### config.mk
export PLATFORM = sky130hd
export DESIGN_NAME = cmos_dvp_capture_flat
export DESIGN_NICKNAME = d
export VERILOG_FILES = /design/src/rtl/cmos_dvp_capture_pkg.sv /design/src/rtl/cmos_dvp_capture_if.sv /design/src/rtl/cmos_sync_edge.sv /design/src/rtl/cmos_dvp_capture.sv /design/src/flat_wrapper.sv
export SDC_FILE = /design/constraint.sdc
export NUM_CORES = 1
export LEC_CHECK = 0
export CELL_PAD_IN_SITES_DETAIL_PLACEMENT = 0
export CELL_PAD_IN_SITES_GLOBAL_PLACEMENT = 1
export CORE_MARGIN = 2
export CORE_UTILIZATION = 47
export DETAILED_ROUTE_END_ITERATION = 10
export PLACE_DENSITY_LB_ADDON = 0.1
export SYNTH_ARGS = -nofsm -noshare
export SYNTH_HDL_FRONTEND = slang
export SYNTH_SLANG_ARGS = --single-unit
export TNS_END_PERCENT = 10
### constraint.sdc
create_clock -name clk -period 2.2 [get_ports clk]
set_input_delay 0.33 -clock clk [delete_from_list [all_inputs] [get_ports clk]]
set_output_delay 0.33 -clock clk [all_outputs]
set_load 0.01 [all_outputs]
### src/rtl/cmos_dvp_capture_pkg.sv
// Shared types for the DVP capture block: FSM states and pixel width.
// Optional geometry check is enabled by defining CMOS_SIZE_CHECK_EN.
package cmos_dvp_capture_pkg;

    typedef enum logic [1:0] {
        ST_WAIT = 2'd0,
        ST_SKIP = 2'd1,
        ST_RUN  = 2'd2
    } state_t;

    localparam int RGB565_W = 16;

endpackage

### src/rtl/cmos_dvp_capture_if.sv
// Pin-side and pixel-stream signals of the DVP capture block.
// slave is the capture side, master is the sensor/consumer side.
interface cmos_dvp_capture_if;

    logic       cmos_vsync;
    logic       cmos_href;
    logic [7:0] cmos_data;

    logic       post_frame_vsync;
    logic       post_frame_href;
    logic       post_frame_clken;
    logic [cmos_dvp_capture_pkg::RGB565_W-1:0] post_img_data;

    modport master (
        output cmos_vsync,
        output cmos_href,
        output cmos_data,
        input  post_frame_vsync,
        input  post_frame_href,
        input  post_frame_clken,
        input  post_img_data
    );

    modport slave (
        input  cmos_vsync,
        input  cmos_href,
        input  cmos_data,
        output post_frame_vsync,
        output post_frame_href,
        output post_frame_clken,
        output post_img_data
    );

endinterface

### src/rtl/cmos_sync_edge.sv
// Input register stage: samples sensor pins, derives frame edges.
module cmos_sync_edge #(
    parameter logic VS_VALID = 1'b1
) (
    input  logic       clk,
    input  logic       rst_n,
    input  logic       vsync,
    input  logic       href,
    input  logic [7:0] data,
    output logic       vs_act,
    output logic       vs_act_d,
    output logic       frame_start,
    output logic       frame_end,
    output logic       href_r,
    output logic [7:0] data_r
);

    logic vsync_r;

    // vsync_r resets to the inactive level so no spurious edge follows reset
    always_ff @(posedge clk or negedge rst_n) begin
        if (!rst_n) begin
            vsync_r  <= ~VS_VALID;
            href_r   <= 1'b0;
            data_r   <= 8'd0;
            vs_act_d <= 1'b0;
        end else begin
            vsync_r  <= vsync;
            href_r   <= href;
            data_r   <= data;
            vs_act_d <= vs_act;
        end
    end

    assign vs_act      = (vsync_r == VS_VALID);
    assign frame_start = vs_act & ~vs_act_d;
    assign frame_end   = ~vs_act & vs_act_d;

endmodule

### src/rtl/cmos_dvp_capture.sv
// DVP receiver: drops settling frames, packs byte pairs into RGB565.
// Define CMOS_SIZE_CHECK_EN to build the line/frame geometry checker.
module cmos_dvp_capture
    import cmos_dvp_capture_pkg::*;
#(
    parameter logic       CMOS_VSYNC_VALID = 1'b1,
    parameter logic [9:0] IMG_HDISP        = 10'd640,
    parameter logic [9:0] IMG_VDISP        = 10'd480,
    parameter logic [3:0] FRAME_SKIP       = 4'd10
) (
    input  logic                clk,
    input  logic                rst_n,
    cmos_dvp_capture_if.slave   dvp,
    output logic [7:0]          frame_cnt,
    output logic                size_err
);

    state_t                state;
    logic [3:0]            skip_cnt;
    logic                  gate;
    logic                  vs_act;
    logic                  vs_act_d;
    logic                  frame_start;
    logic                  frame_end;
    logic                  href_r;
    logic [7:0]            data_r;
    logic                  phase;
    logic [7:0]            hold;
    logic                  pix_vld;
    logic                  href_d;
    logic [RGB565_W-1:0]   pix_data;

    wire px_done = href_r & phase & vs_act;

    cmos_sync_edge #(
        .VS_VALID (CMOS_VSYNC_VALID)
    ) u_sync (
        .clk         (clk),
        .rst_n       (rst_n),
        .vsync       (dvp.cmos_vsync),
        .href        (dvp.cmos_href),
        .data        (dvp.cmos_data),
        .vs_act      (vs_act),
        .vs_act_d    (vs_act_d),
        .frame_start (frame_start),
        .frame_end   (frame_end),
        .href_r      (href_r),
        .data_r      (data_r)
    );

    // gate opens only for frames that start while already in RUN
    always_ff @(posedge clk or negedge rst_n) begin
        if (!rst_n) begin
            state     <= ST_WAIT;
            skip_cnt  <= 4'd0;
            gate      <= 1'b0;
            frame_cnt <= 8'd0;
        end else begin
            if (frame_end) begin
                case (state)
                    ST_WAIT: state <= (FRAME_SKIP != 4'd0) ? ST_SKIP : ST_RUN;
                    ST_SKIP: begin
                        if (skip_cnt == FRAME_SKIP - 4'd1)
                            state <= ST_RUN;
                        else
                            skip_cnt <= skip_cnt + 4'd1;
                    end
                    default: ;
                endcase
            end
            if (frame_start)
                gate <= (state == ST_RUN);
            else if (frame_end)
                gate <= 1'b0;
            if (frame_end && gate)
                frame_cnt <= frame_cnt + 8'd1;
        end
    end

    always_ff @(posedge clk or negedge rst_n) begin
        if (!rst_n) begin
            phase                <= 1'b0;
            hold                 <= 8'd0;
            pix_vld              <= 1'b0;
            pix_data             <= '0;
            href_d               <= 1'b0;
            dvp.post_frame_vsync <= 1'b0;
            dvp.post_frame_href  <= 1'b0;
            dvp.post_frame_clken <= 1'b0;
            dvp.post_img_data    <= '0;
        end else begin
            phase   <= href_r ? ~phase : 1'b0;
            pix_vld <= px_done;
            href_d  <= href_r & vs_act;
            if (href_r && !phase)
                hold <= data_r;
            if (href_r && phase)
                pix_data <= {hold, data_r};
            dvp.post_frame_vsync <= vs_act_d & gate;
            dvp.post_frame_href  <= href_d & gate;
            dvp.post_frame_clken <= pix_vld & gate;
            if (pix_vld && gate)
                dvp.post_img_data <= pix_data;
        end
    end

`ifdef CMOS_SIZE_CHECK_EN
    logic [10:0] pix_cnt;
    logic [10:0] line_cnt;

    wire line_end = href_d & ~href_r;
    wire line_bad = line_end && (pix_cnt != {1'b0, IMG_HDISP});
    wire frm_bad  = frame_end && (line_cnt != {1'b0, IMG_VDISP});

    always_ff @(posedge clk or negedge rst_n) begin
        if (!rst_n) begin
            pix_cnt  <= 11'd0;
            line_cnt <= 11'd0;
            size_err <= 1'b0;
        end else begin
            if (frame_start) begin
                pix_cnt  <= 11'd0;
                line_cnt <= 11'd0;
            end else if (line_end) begin
                pix_cnt  <= 11'd0;
                line_cnt <= line_cnt + 11'd1;
            end else if (px_done) begin
                pix_cnt <= pix_cnt + 11'd1;
            end
            if (frame_start && state == ST_RUN)
                size_err <= 1'b0;
            else if (gate && (line_bad || frm_bad))
                size_err <= 1'b1;
        end
    end
`else
    wire unused_geom = ^{IMG_HDISP, IMG_VDISP};

    assign size_err = 1'b0;
`endif

endmodule
### src/flat_wrapper.sv
// flat-port wrapper written by rule: the top's interface ports become plain ports
module cmos_dvp_capture_flat import cmos_dvp_capture_pkg::*;
#(
    parameter logic       CMOS_VSYNC_VALID = 1'b1,
    parameter logic [9:0] IMG_HDISP        = 10'd640,
    parameter logic [9:0] IMG_VDISP        = 10'd480,
    parameter logic [3:0] FRAME_SKIP       = 4'd10
)
  (clk, rst_n, frame_cnt, size_err, dvp_cmos_vsync, dvp_cmos_href, dvp_cmos_data, dvp_post_frame_vsync, dvp_post_frame_href, dvp_post_frame_clken, dvp_post_img_data);
  cmos_dvp_capture_if dvp_i ();
  input  logic clk;
  input  logic rst_n;
  output logic [7:0] frame_cnt;
  output logic size_err;
  input wire logic [$bits(dvp_i.cmos_vsync)-1:0] dvp_cmos_vsync;
  input wire logic [$bits(dvp_i.cmos_href)-1:0] dvp_cmos_href;
  input wire logic [$bits(dvp_i.cmos_data)-1:0] dvp_cmos_data;
  output wire logic [$bits(dvp_i.post_frame_vsync)-1:0] dvp_post_frame_vsync;
  output wire logic [$bits(dvp_i.post_frame_href)-1:0] dvp_post_frame_href;
  output wire logic [$bits(dvp_i.post_frame_clken)-1:0] dvp_post_frame_clken;
  output wire logic [$bits(dvp_i.post_img_data)-1:0] dvp_post_img_data;
  assign dvp_i.cmos_vsync = dvp_cmos_vsync;
  assign dvp_i.cmos_href = dvp_cmos_href;
  assign dvp_i.cmos_data = dvp_cmos_data;
  assign dvp_post_frame_vsync = dvp_i.post_frame_vsync;
  assign dvp_post_frame_href = dvp_i.post_frame_href;
  assign dvp_post_frame_clken = dvp_i.post_frame_clken;
  assign dvp_post_img_data = dvp_i.post_img_data;
  cmos_dvp_capture #(.CMOS_VSYNC_VALID(CMOS_VSYNC_VALID), .IMG_HDISP(IMG_HDISP), .IMG_VDISP(IMG_VDISP), .FRAME_SKIP(FRAME_SKIP)) u_core (.clk(clk), .rst_n(rst_n), .dvp(dvp_i), .frame_cnt(frame_cnt), .size_err(size_err));
endmodule
# ---- After elaboration in Yosys (flattened, before gate mapping)
# Index checks and enable logic that the tools add are counted.
# Widths: inputs -> output; s select.
dict set report classes {
  addsub 2
  n_eq_ne 4
  muxes 5
  bitwise 12
  reduce_logical 10
}
# cell count
set ops {}
lappend ops {{$add 8x1->8 const B} 1}
lappend ops {{$and 1x1->1} 8}
lappend ops {{$reduce_and 3->1} 2}
lappend ops {{$add 4x1->4 const B} 1}
lappend ops {{$eq 4x4->1 const B} 1}
lappend ops {{$logic_and 1x1->1} 4}
lappend ops {{$not 1->1} 4}
lappend ops {{$pmux 2 s2} 1}
lappend ops {{$reduce_bool 2->1} 2}
lappend ops {{$mux 1} 3}
lappend ops {{$eq 2x1->1 const B} 1}
lappend ops {{$eq 2x2->1 const B} 1}
lappend ops {{$logic_not 2->1} 1}
lappend ops {{$mux 2} 1}
lappend ops {{$ne 2x1->1 const B} 1}
lappend ops {{$logic_not 1->1} 1}
dict set report word_totals {
  regBits 72
  output_inout_bits 28
}

# ---- Depth between registers and ports, before layout
dict set report depth {
  ltp_word 4
  depth_mapped 6
}

# ---- By module
# Synthesis repeated with hierarchy kept, for this count alone.
dict set report unflattened {
  hier_cells 167
  area_unflattened_um2 2665.1
}
# mod n_inst cells_each area_each_um2
set by_module_without_submodules {}
lappend by_module_without_submodules {cmos_dvp_capture 1 154 2374.8}
lappend by_module_without_submodules {cmos_sync_edge 1 13 290.3}

# ---- Worst setup path after synthesis
# Ideal clock, no wire load.
dict set report synth_timing {
  path_kind {register to register}
  from {register u_core.u_sync.vsync_r (netlist: u_core.u_sync.vs_act)}
  to {register u_core.frame_cnt[7]}
  arrival_time_ns 1.202
  slack_ns 0.872
  stages_incl_launch_ff 7
  path_buffers 1
  synth_period_minus_slack_ns 1.328
  cell_sequence {dfrtp_1 inv_1 ha_1 and2_1 buf_4 and4_1 xor2_1}
}
dict set report synth_between {
  elab_chain_cells 3
}
# item line
set synth_rtl {}
lappend synth_rtl {{from (decl)} cmos_sync_edge.sv:18} ;# logic vsync_r;
lappend synth_rtl {{from (signal assigned)} cmos_sync_edge.sv:23} ;# vsync_r <= ~VS_VALID;
lappend synth_rtl {{from (signal assigned)} cmos_sync_edge.sv:28} ;# vsync_r <= vsync;
lappend synth_rtl {{$not 1->1} cmos_sync_edge.sv:37} ;# assign frame_end = ~vs_act & vs_act_d;
lappend synth_rtl {{$and 1x1->1} cmos_sync_edge.sv:37}
lappend synth_rtl {{$logic_and 1x1->1} cmos_dvp_capture.sv:75} ;# if (frame_end && gate)
lappend synth_rtl {{to (signal assigned)} cmos_dvp_capture.sv:76} ;# frame_cnt <= frame_cnt + 8'd1;
lappend synth_rtl {{to (decl)} cmos_dvp_capture.sv:14} ;# output logic [7:0] frame_cnt,
# No other way between the ends.
# A chain may end at the register's enable or synchronous reset.

# ---- Final worst setup path
dict set report layout_timing {
  from {register u_core.frame_cnt[3]}
  to {output frame_cnt[3]}
}
# item line
set layout_lines {}
lappend layout_lines {{to (decl)} flat_wrapper.sv:13} ;# output logic [7:0] frame_cnt;
# No word-level cell between the ends.

==> results.cfg <==
[outcome]
status = finished, final reports clean

[floorplanning]
row_count = 27
die_w_um = 79.18
io_pins = 40
die_h_um = 79.18
core_mm2 = 0.005473
die_area_mm2 = 0.006269
initial_utilization_pct = 48.54

[logic_synthesis]
ys_warn_count = 0
netlist.area_leader.share_pct = 67.83
synth.avg_cell_area_um2 = 15.81
seq_area_frac_synth_pct = 67.83
synthTopCellsByCount = dfrtp_1, mux2_2, xnor2_1
synthTopCellsByArea = dfrtp_1, mux2_2, ha_1
synth_flop_cell = dfrtp_1
synth-async-reset-ratio_pct = 100.0
yosysMostFrequentCell = dfrtp_1
synth_edf_count = 0
ys_seq_elements = 72
syn-instance-count = 168
syn_nets = 185
synth.distinct_cells = 23
yosys.area.top_type = dfrtp_1
syn_area_mm2 = 0.002656

[clocking]
root_buffer = clkbuf_8
cts_sinks = 72
clk_pin_slew_worst_paths_ns = 0.07
cts_buffers = 9
cts.htree.levels = 3
postCtsHoldBufs = 1
cts_tree = built
clk_path_buf_depth = 2
clk_latency_ns = 0.33
cts_setup_buffers = 0
cts-resized-gates = 0

[grt]
grt_pass1_vias = 1483
antenna_found_initial = 0
grt_max_degree = 40
grt-ovfl-total = 0
grt_pass1_wl_mm = 7.065
grt_usage_pct = 15.14

[detailed_routing]
drc = 0
drt_iter0_drc = 38
drt_first_pass_iters = 2
wl_mm = 4.058
vias = 1432
ant_nets = 0
via_per_inst = 4.904
routedWlPerCell_um = 13.90

[critical_path]
worstPathCellList = clkdlybuf4s50_1
crit_family = buffers and inverters
worstPathArrival_ns = 1.31
cp_max_fo = 5
end_kind = output pin
worstSetupPathType = reg2out
max_stage_delay_ns = 0.57
critPathRequiredTime_ns = 1.87
crit_path_start_kind = flip-flop
cp_slowest_cell = clkdlybuf4s50_1
crit_buf_inv = 1

[cells_and_area]
num_antenna_cells = 0
nets = 232
area_growth_syn_to_layout_pct = 23.79
drive_above_1_share_pct = 27.27

[sta]
finClkSkew_ns = 0.01004
fmax_ghz = 0.6096
drv_slew = 0
period_share_pct = 74.56
rsz0062_at_grt = false
setup_tns_ns = 0
hold_slack_ns = 0.4348
fin_crit_ns = 1.640
hold_violations = 0
setup_viol = 0

[power_and_ir_drop]
power.density_mw_per_mm2 = 831.0
combPwrFrac_pct = 10.5
seqPwrFrac_pct = 58.1
leakage_uw = 0.001556
p_sw_uw = 649.6
switching_share_pct = 23.77
ir_drop_mv = 0.5294
pwr-share-clk_pct = 31.4
p_int_uw = 2083

[placement]
io_buffer_count = 38
place_congestion = 0.7493
dpl.hpwl_mm = 2.743

[hold_path]
hold_path.class = in2reg

[flow_run]
maxCapViolations = 0
[layout by cell type, fill, tap and decap left out, drive strengths merged, types with 4 or more instances in the layout]
cell type | synthesis | layout
nand4 | 4 | 4
nand2 | 7 | 7
clkbuf | 0 | 12
and2 | 4 | 4
dfrtp | 72 | 72
xor2 | 4 | 4
inv | 5 | 5
mux2 | 41 | 41
clkdlybuf4s50 | 0 | 37
clkinv | 0 | 4
ha | 5 | 5
xnor2 | 6 | 6
[path summary, 6_finish.rpt]
kind                                           end  depth (start not counted)  slack [ns]                  from
setup / recovery                      frame_cnt[3]                          1        0.56   u_core.frame_cnt[3]
hold / removal             u_core.u_sync.data_r[5]                          1        0.43      dvp_cmos_data[5]
setup reg to reg               u_core.frame_cnt[7]                          5        0.72  u_core.u_sync.vs_act
hold reg to reg             u_core.u_sync.vs_act_d                          0        0.45  u_core.u_sync.vs_act
max in group asynchronous              u_core.gate                          3        1.13                 rst_n
min in group asynchronous      u_core.frame_cnt[5]                          2        0.52                 rst_n
[layer usage]
metal | global-route usage, % | routed length (µm) | up-vias
li1 | - | - | 658
met1 | 18.31 | 1820 | 731
met5 | 0 | 0 | -
met2 | 24.07 | 1978 | 41
met4 | 5.172 | 19 | 0
met3 | 6.932 | 241 | 2
[power by group through the flow]
stage                     Sequential (µW)  Clock, µW  Combinational, µW
final                                1590        858                287
after global routing                 1610        965                322
after global placement               1600          0                266
after CTS                            1590        896                295
after detailed placement             1610          0                290
after floorplan                      1580          0                193
[flip-flops by register name, indices dropped and copies added, names as in the netlist]
register / flops
u_core.dvp.post_frame_clken: 1
u_core.dvp.post_frame_href: 1
u_core.dvp.post_frame_vsync: 1
u_core.dvp.post_img_data: 16
u_core.frame_cnt: 8
u_core.gate: 1
u_core.hold: 8
u_core.href_d: 1
u_core.phase: 1
u_core.pix_data: 16
u_core.pix_vld: 1
u_core.skip_cnt: 4
u_core.state: 2
u_core.u_sync.data_r: 8
u_core.u_sync.href_r: 1
u_core.u_sync.vs_act: 1
u_core.u_sync.vs_act_d: 1
[kinds of logic after synthesis]
kind of cell / count (synthesis) / synth area share (%)
fa+ha+maj: 5 / 2.355
mux: 42 / 17.76
buf+inv: 10 / 2.167
simple gates: 25 / 5.794
compound gates: 3 / 0.6596
xor+xnor: 10 / 3.297
flops: 72 / 67.83
other cells: 1 / 0.1412
[stage by stage]
step / std cells / setup WS, ns / util, % / cell area, µm² / total power [µW]
finish: 292 / 0.5596 / 60.08 / 3288 / 2732
global route: 292 / 0.4921 / 60.08 / 3288 / 2896
CTS: 292 / 0.5349 / 60.08 / 3288 / 2779
detailed placement: 275 / 0.7418 / 56.88 / 3113 / 1903
global placement: 275 / 0.7891 / 56.88 / 3113 / 1862
floorplan: 168 / 0.8725 / - / 2656 / 1775
[final cells by class]
type,count,area (µm²)
clock buffers,12,145.1
clock inverters,4,20.02
fillers,432,2185
inverters,5,18.77
multi-input cells,86,797.0
flip-flops and latches,72,1802
well taps,72,90.09
repair buffers,41,415.4
(Power assumes the default switching activity.)
